## config.mk

```make
export PLATFORM = sky130hd
export DESIGN_NAME = dcache_responder
export DESIGN_NICKNAME = d
export VERILOG_FILES = /design/src/rtl/dcache_responder.sv
export SDC_FILE = /design/constraint.sdc
export NUM_CORES = 2
export LEC_CHECK = 0
export CAP_MARGIN = 25
export CORE_ASPECT_RATIO = 0.7
export CORE_MARGIN = 2
export CORE_UTILIZATION = 65
export CTS_BUF_LIST = sky130_fd_sc_hd__clkbuf_8
export DETAILED_ROUTE_END_ITERATION = 16
export PLACE_DENSITY = 0.91
export SLEW_MARGIN = 20
export SYNTH_ARGS = -nofsm -noshare
export SYNTH_HDL_FRONTEND = slang
export SYNTH_SLANG_ARGS = --single-unit
```

## constraint.sdc

```tcl
create_clock -name clk -period 36.9 [get_ports clk]
set_clock_uncertainty 0.15 [all_clocks]
set_input_delay 7.38 -clock clk [delete_from_list [all_inputs] [get_ports clk]]
set_output_delay 7.38 -clock clk [all_outputs]
set_load 0.01 [all_outputs]
```

## src/rtl/dcache_responder.sv

```systemverilog
// Direct-mapped, write-back, write-allocate data cache with 256-bit lines.
// Serves one outstanding LSQ load/store and talks to line-granular memory.
module dcache_responder #(
    parameter int unsigned S_INDEX  = 3,
    parameter int unsigned S_OFFSET = 5
) (
    input  logic         clk,
    input  logic         rst,
    input  logic         mem_read,
    input  logic         mem_write,
    input  logic [31:0]  mem_address,
    input  logic [31:0]  mem_wdata,
    input  logic [3:0]   mem_byte_enable,
    output logic [31:0]  mem_rdata,
    output logic         mem_resp,
    output logic         pmem_read,
    output logic         pmem_write,
    output logic [31:0]  pmem_address,
    output logic [255:0] pmem_wdata,
    input  logic [255:0] pmem_rdata,
    input  logic         pmem_resp
);
    localparam int unsigned S_TAG = 32 - S_INDEX - S_OFFSET;
    localparam int unsigned SETS  = 1 << S_INDEX;

    typedef enum logic [1:0] {IDLE, COMPARE, WRITEBACK, FILL} state_e;

    state_e             state_q;
    logic [31:2]        addr_q;
    logic [31:0]        wdata_q;
    logic [3:0]         be_q;
    logic               write_q;
    logic               resp_q;
    logic               pmem_read_q;
    logic               pmem_write_q;
    logic [31:0]        pmem_addr_q;

    logic [SETS-1:0]    valid_q;
    logic [SETS-1:0]    dirty_q;
    logic [S_TAG-1:0]   tag_q  [SETS];
    logic [255:0]       data_q [SETS];

    logic [S_INDEX-1:0] idx;
    logic [S_TAG-1:0]   tag;
    logic [7:0]         word_base;
    logic [255:0]       line;
    logic [255:0]       merged_line;
    logic [31:0]        rd_word;
    logic               hit;
    logic               unused_addr_bits;

    assign unused_addr_bits = ^mem_address[1:0];

    always_comb begin
        idx         = addr_q[S_OFFSET +: S_INDEX];
        tag         = addr_q[31 -: S_TAG];
        word_base   = {addr_q[4:2], 5'b00000};
        line        = data_q[idx];
        hit         = valid_q[idx] && (tag_q[idx] == tag);
        rd_word     = line[word_base +: 32];
        merged_line = line;
        for (int unsigned b = 0; b < 4; b++) begin
            if (be_q[b]) begin
                merged_line[word_base + 8'(8 * b) +: 8] = wdata_q[8 * b +: 8];
            end
        end
    end

    // Hit response is combinational in COMPARE so the word is returned the same cycle.
    assign mem_resp     = (state_q == COMPARE) && hit;
    assign mem_rdata    = mem_resp ? rd_word : '0;
    assign pmem_read    = pmem_read_q;
    assign pmem_write   = pmem_write_q;
    assign pmem_address = pmem_addr_q;
    assign pmem_wdata   = pmem_write_q ? line : '0;

    always_ff @(posedge clk) begin
        if (rst) begin
            state_q      <= IDLE;
            addr_q       <= '0;
            wdata_q      <= '0;
            be_q         <= '0;
            write_q      <= 1'b0;
            resp_q       <= 1'b0;
            pmem_read_q  <= 1'b0;
            pmem_write_q <= 1'b0;
            pmem_addr_q  <= '0;
            valid_q      <= '0;
            dirty_q      <= '0;
        end else begin
            resp_q <= mem_resp;
            unique case (state_q)
                IDLE: begin
                    // resp_q masks the stale request still held in the cycle after mem_resp.
                    if ((mem_read || mem_write) && !resp_q) begin
                        addr_q  <= mem_address[31:2];
                        wdata_q <= mem_wdata;
                        be_q    <= mem_byte_enable;
                        write_q <= !mem_read;
                        state_q <= COMPARE;
                    end
                end
                COMPARE: begin
                    if (hit) begin
                        if (write_q) begin
                            dirty_q[idx] <= 1'b1;
                        end
                        state_q <= IDLE;
                    end else if (valid_q[idx] && dirty_q[idx]) begin
                        pmem_write_q <= 1'b1;
                        pmem_addr_q  <= {tag_q[idx], idx, {S_OFFSET{1'b0}}};
                        state_q      <= WRITEBACK;
                    end else begin
                        pmem_read_q <= 1'b1;
                        pmem_addr_q <= {tag, idx, {S_OFFSET{1'b0}}};
                        state_q     <= FILL;
                    end
                end
                WRITEBACK: begin
                    if (pmem_resp) begin
                        pmem_write_q <= 1'b0;
                        pmem_read_q  <= 1'b1;
                        pmem_addr_q  <= {tag, idx, {S_OFFSET{1'b0}}};
                        state_q      <= FILL;
                    end
                end
                FILL: begin
                    if (pmem_resp) begin
                        pmem_read_q  <= 1'b0;
                        pmem_addr_q  <= '0;
                        valid_q[idx] <= 1'b1;
                        dirty_q[idx] <= 1'b0;
                        state_q      <= COMPARE;
                    end
                end
                default: state_q <= IDLE;
            endcase
        end
    end

    // Line storage has no reset; validity alone decides whether contents are meaningful.
    always_ff @(posedge clk) begin
        if (!rst) begin
            if (state_q == COMPARE && hit && write_q) begin
                data_q[idx] <= merged_line;
            end else if (state_q == FILL && pmem_resp) begin
                data_q[idx] <= pmem_rdata;
                tag_q[idx]  <= tag;
            end
        end
    end

endmodule

```

==> flow_summary_export.csv <==
group,metric,value,unit
run_status,outcome,"completed",
place,gp_congestion,0.963,
cells_and_area,drive_gt1_share,20.7,%
cells_and_area,fin_cells,8624,
route,routed_wl,303000,µm
cells_and_area,nNetsFinal,6607,
die,initial_core_util,65.2,%
grt,grt.total_usage,38.4,%
die,fp.coreArea,152000,µm²
synth,synth_cell_types,64,
cells_and_area,fin_area,115000,µm²
place,io_buffers,644,
synth,synth-main-ff-cell,"edfxtp_1",
die,die_y,331,µm
clock_tree,path_clk_slew,0.06,ns
grt,grt_pass1_wl,423000,µm
sta,worst_pin_slew,1.31,ns
sta,fin_crit,16.21,ns
sta,whs,0.330,ns
synth,syn_inst,5514,
min_path,hold_class,"register to register",
setup_path,end_kind,"output port",
power,p_int,4.85,mW
sta,slew_viol_final,0,
sta,finalSetupViolCount,0,
die,num_rows,120,
clock_tree,cts_tree,"built",
route,wire_per_inst,35.1,µm
synth,async_reset_ff_share,0,%
die,pin_count,652,
synth,yosysWarnings,0,
cells_and_area,syn2layout_area_growth,15.2,%
power,seq_power_share,47.5,%
power,p_clk_share,27.8,%
power,total_power,7.08,mW
clock_tree,h-tree-depth,5,
sta,finalSetupTns,0,ns
clock_tree,cts_made_buffers,353,
setup_path,required,29.37,ns
setup_path,start_kind,"register",
place,dp_slack,21.67,ns
power,peakVddDrop,58.4,µV
sta,maxSlewHeadroom,12.8,%
power,p_sw_share,31.5,%
synth,synth_edf_count,2240,
synth,yosysSeqAreaShare,70.0,%
clock_tree,cts.path.max_buffers,4,
place,dpl_cell_area,108000,µm²
grt,antenna_found_initial,83,
route,routed_via_density,7.06,
clock_tree,worst_skew_pair.late_latency,1.12,ns
sta,max_freq,61.7,MHz
route,ant_nets,0,
clock_tree,cts.sinks,2358,
synth,synth-seq-cells,2358,
clock_tree,cts_resized,0,
route,drt_first_pass_iters,8,
route,drt_iter0_drc,10133,
setup_path,critPathMaxFanout,108,
sta,fin_ws,20.69,ns
place,detailedPlacementHpwl,187000,µm
die,dieArea,156000,µm²
route,vias,60925,
power,switchingPower,2.23,mW
clock_tree,root_buffer,"clkbuf_8",
power,p_leak,36.6,nW
sta,grt_setup_unrepaired,"false",
grt,overflow,0,
clock_tree,post-cts-setup-buffers,0,
grt,first_global_vias,58509,
setup_path,crit_arrival,8.68,ns
synth,netlist_area,99400,µm²
die,die_w,471,µm
power,power_frac_comb,24.7,%
sta,period_share,43.9,%
flow_run,drv_cap,0,
setup_path,crit_type,"register to output port",
route,drc,0,
place,place_inst,7916,
grt,grt_max_degree,144,
clock_tree,cts_hold_buffers,0,
cells_and_area,final_util,75.2,%
synth,syn_avg_cell_area,18.0,µm²
sta,hold_violations,0,
power,power.density,61.8,nW/µm²
[kinds of logic (layout without fill, tap and decap cells)]
| kind of cell | count (synthesis) | count (layout) | synth area share (%) |
|---|---|---|---|
| flip-flops | 2358 | 2358 | 70.0 |
| buffers and inverters | 427 | 1426 | 2.00 |
| other | 1 | 99 | 0.00377 |
| multiplexers | 1188 | 1188 | 19.8 |
| AND/OR/NAND/NOR | 944 | 944 | 4.58 |
| XOR/XNOR | 7 | 7 | 0.0617 |
| adder cells (fa/ha/maj) | 11 | 11 | 0.138 |
| AO/OA/AOI/OAI | 578 | 578 | 3.36 |
[path summary, 6_finish.rpt]
check,startpoint,endpoint,slack [ns],depth (start not counted)
hold / removal,pmem_address[6],pmem_address[6],0.33,2
hold reg to reg,pmem_address[6],pmem_address[6],0.33,2
setup / recovery,register,mem_rdata[16],20.69,10
setup reg to reg,register,data_q[0][15],28.41,15
[cells in the mapped netlist (6+ instances only)]
cell,n,area [µm²]
a211oi_1,33,248
a21oi_1,298,1490
a22oi_1,16,120
a311oi_1,33,289
and2_1,98,613
buf_1,34,128
buf_2,74,370
buf_4,13,97.6
buf_6,32,360
clkbuf_1,237,890
dfxtp_1,118,2360
edfxtp_1,2240,67300
ha_1,11,138
inv_1,37,139
mux2_1,254,2860
mux2_2,163,1840
mux2i_1,187,1870
mux4_2,584,13200
nand2_1,354,1330
nand2b_1,8,50.1
nand3_1,38,190
nand4_1,7,43.8
nor2_1,175,657
nor2b_1,173,1080
nor3_1,42,210
nor4_1,9,56.3
o211a_1,8,80.1
o21a_1,12,90.1
o21ai_0,128,641
o22ai_1,26,163
xnor2_1,6,52.6
[sequential cells by signal, indices dropped and copies added, names as in the netlist, named ones only]
signal        flops
write_q           1
pmem_write        1
resp_q            1
state_q           2
pmem_read         1
addr_q           30
pmem_address     27
wdata_q          32
data_q         2048
tag_q           192
valid_q           8
be_q              4
[cell type report]
cell class / count / area (µm²)
clock inverter: 236 / 1160
clock buffer: 369 / 5080
fill: 7718 / 37900
inverter: 37 / 144
timing repair buffer: 784 / 7770
antenna: 94 / 235
multi-input combinational: 2733 / 28000
sequential: 2358 / 69600
tap: 2013 / 2520
[cell usage in the layout (no fill, tap or decap), types with 97 or more instances in the layout]
master,Yosys,routed
dfxtp_1,118,112
nor2_1,175,162
nor2b_1,173,173
clkdlybuf4s50_1,0,643
and2_1,98,97
buf_4,13,114
o21ai_0,128,128
mux4_2,584,584
mux2_2,163,163
mux2i_1,187,185
edfxtp_1,2240,2240
clkbuf_8,0,369
inv_1,37,159
a21oi_1,298,298
nand2_1,354,353
mux2_1,254,254
[worst max-delay path, cell delays in order, from the launching register on]
cell and delay (ns):
dfxtp_4 0.76, buf_4 0.86, buf_12 0.67, buf_4 0.89, buf_4 0.86, buf_4 0.73, mux4_2 0.62, mux2i_1 0.70
mux4_2 0.39, a211oi_1 0.12, clkdlybuf4s50_1 0.70
[power groups by stage]
stage	Clock, mW	Sequential, mW	Combinational [mW]
after CTS	1.96	3.36	1.67
final	1.97	3.36	1.75
after detailed placement	0	3.41	1.65
after floorplan	0	3.34	1.07
after global routing	2.07	3.36	1.82
after global placement	0	3.41	1.58
[routing by layer]
layer	up-vias	global-route usage (%)	share of wire [%]
li1	23605	-	-
met1	30123	51.2	32
met2	6012	53.1	43
met3	1181	13.5	16
met4	4	27.9	8.7
met5	-	0	0.0066
Note: power is estimated with default switching activity, not from simulation.
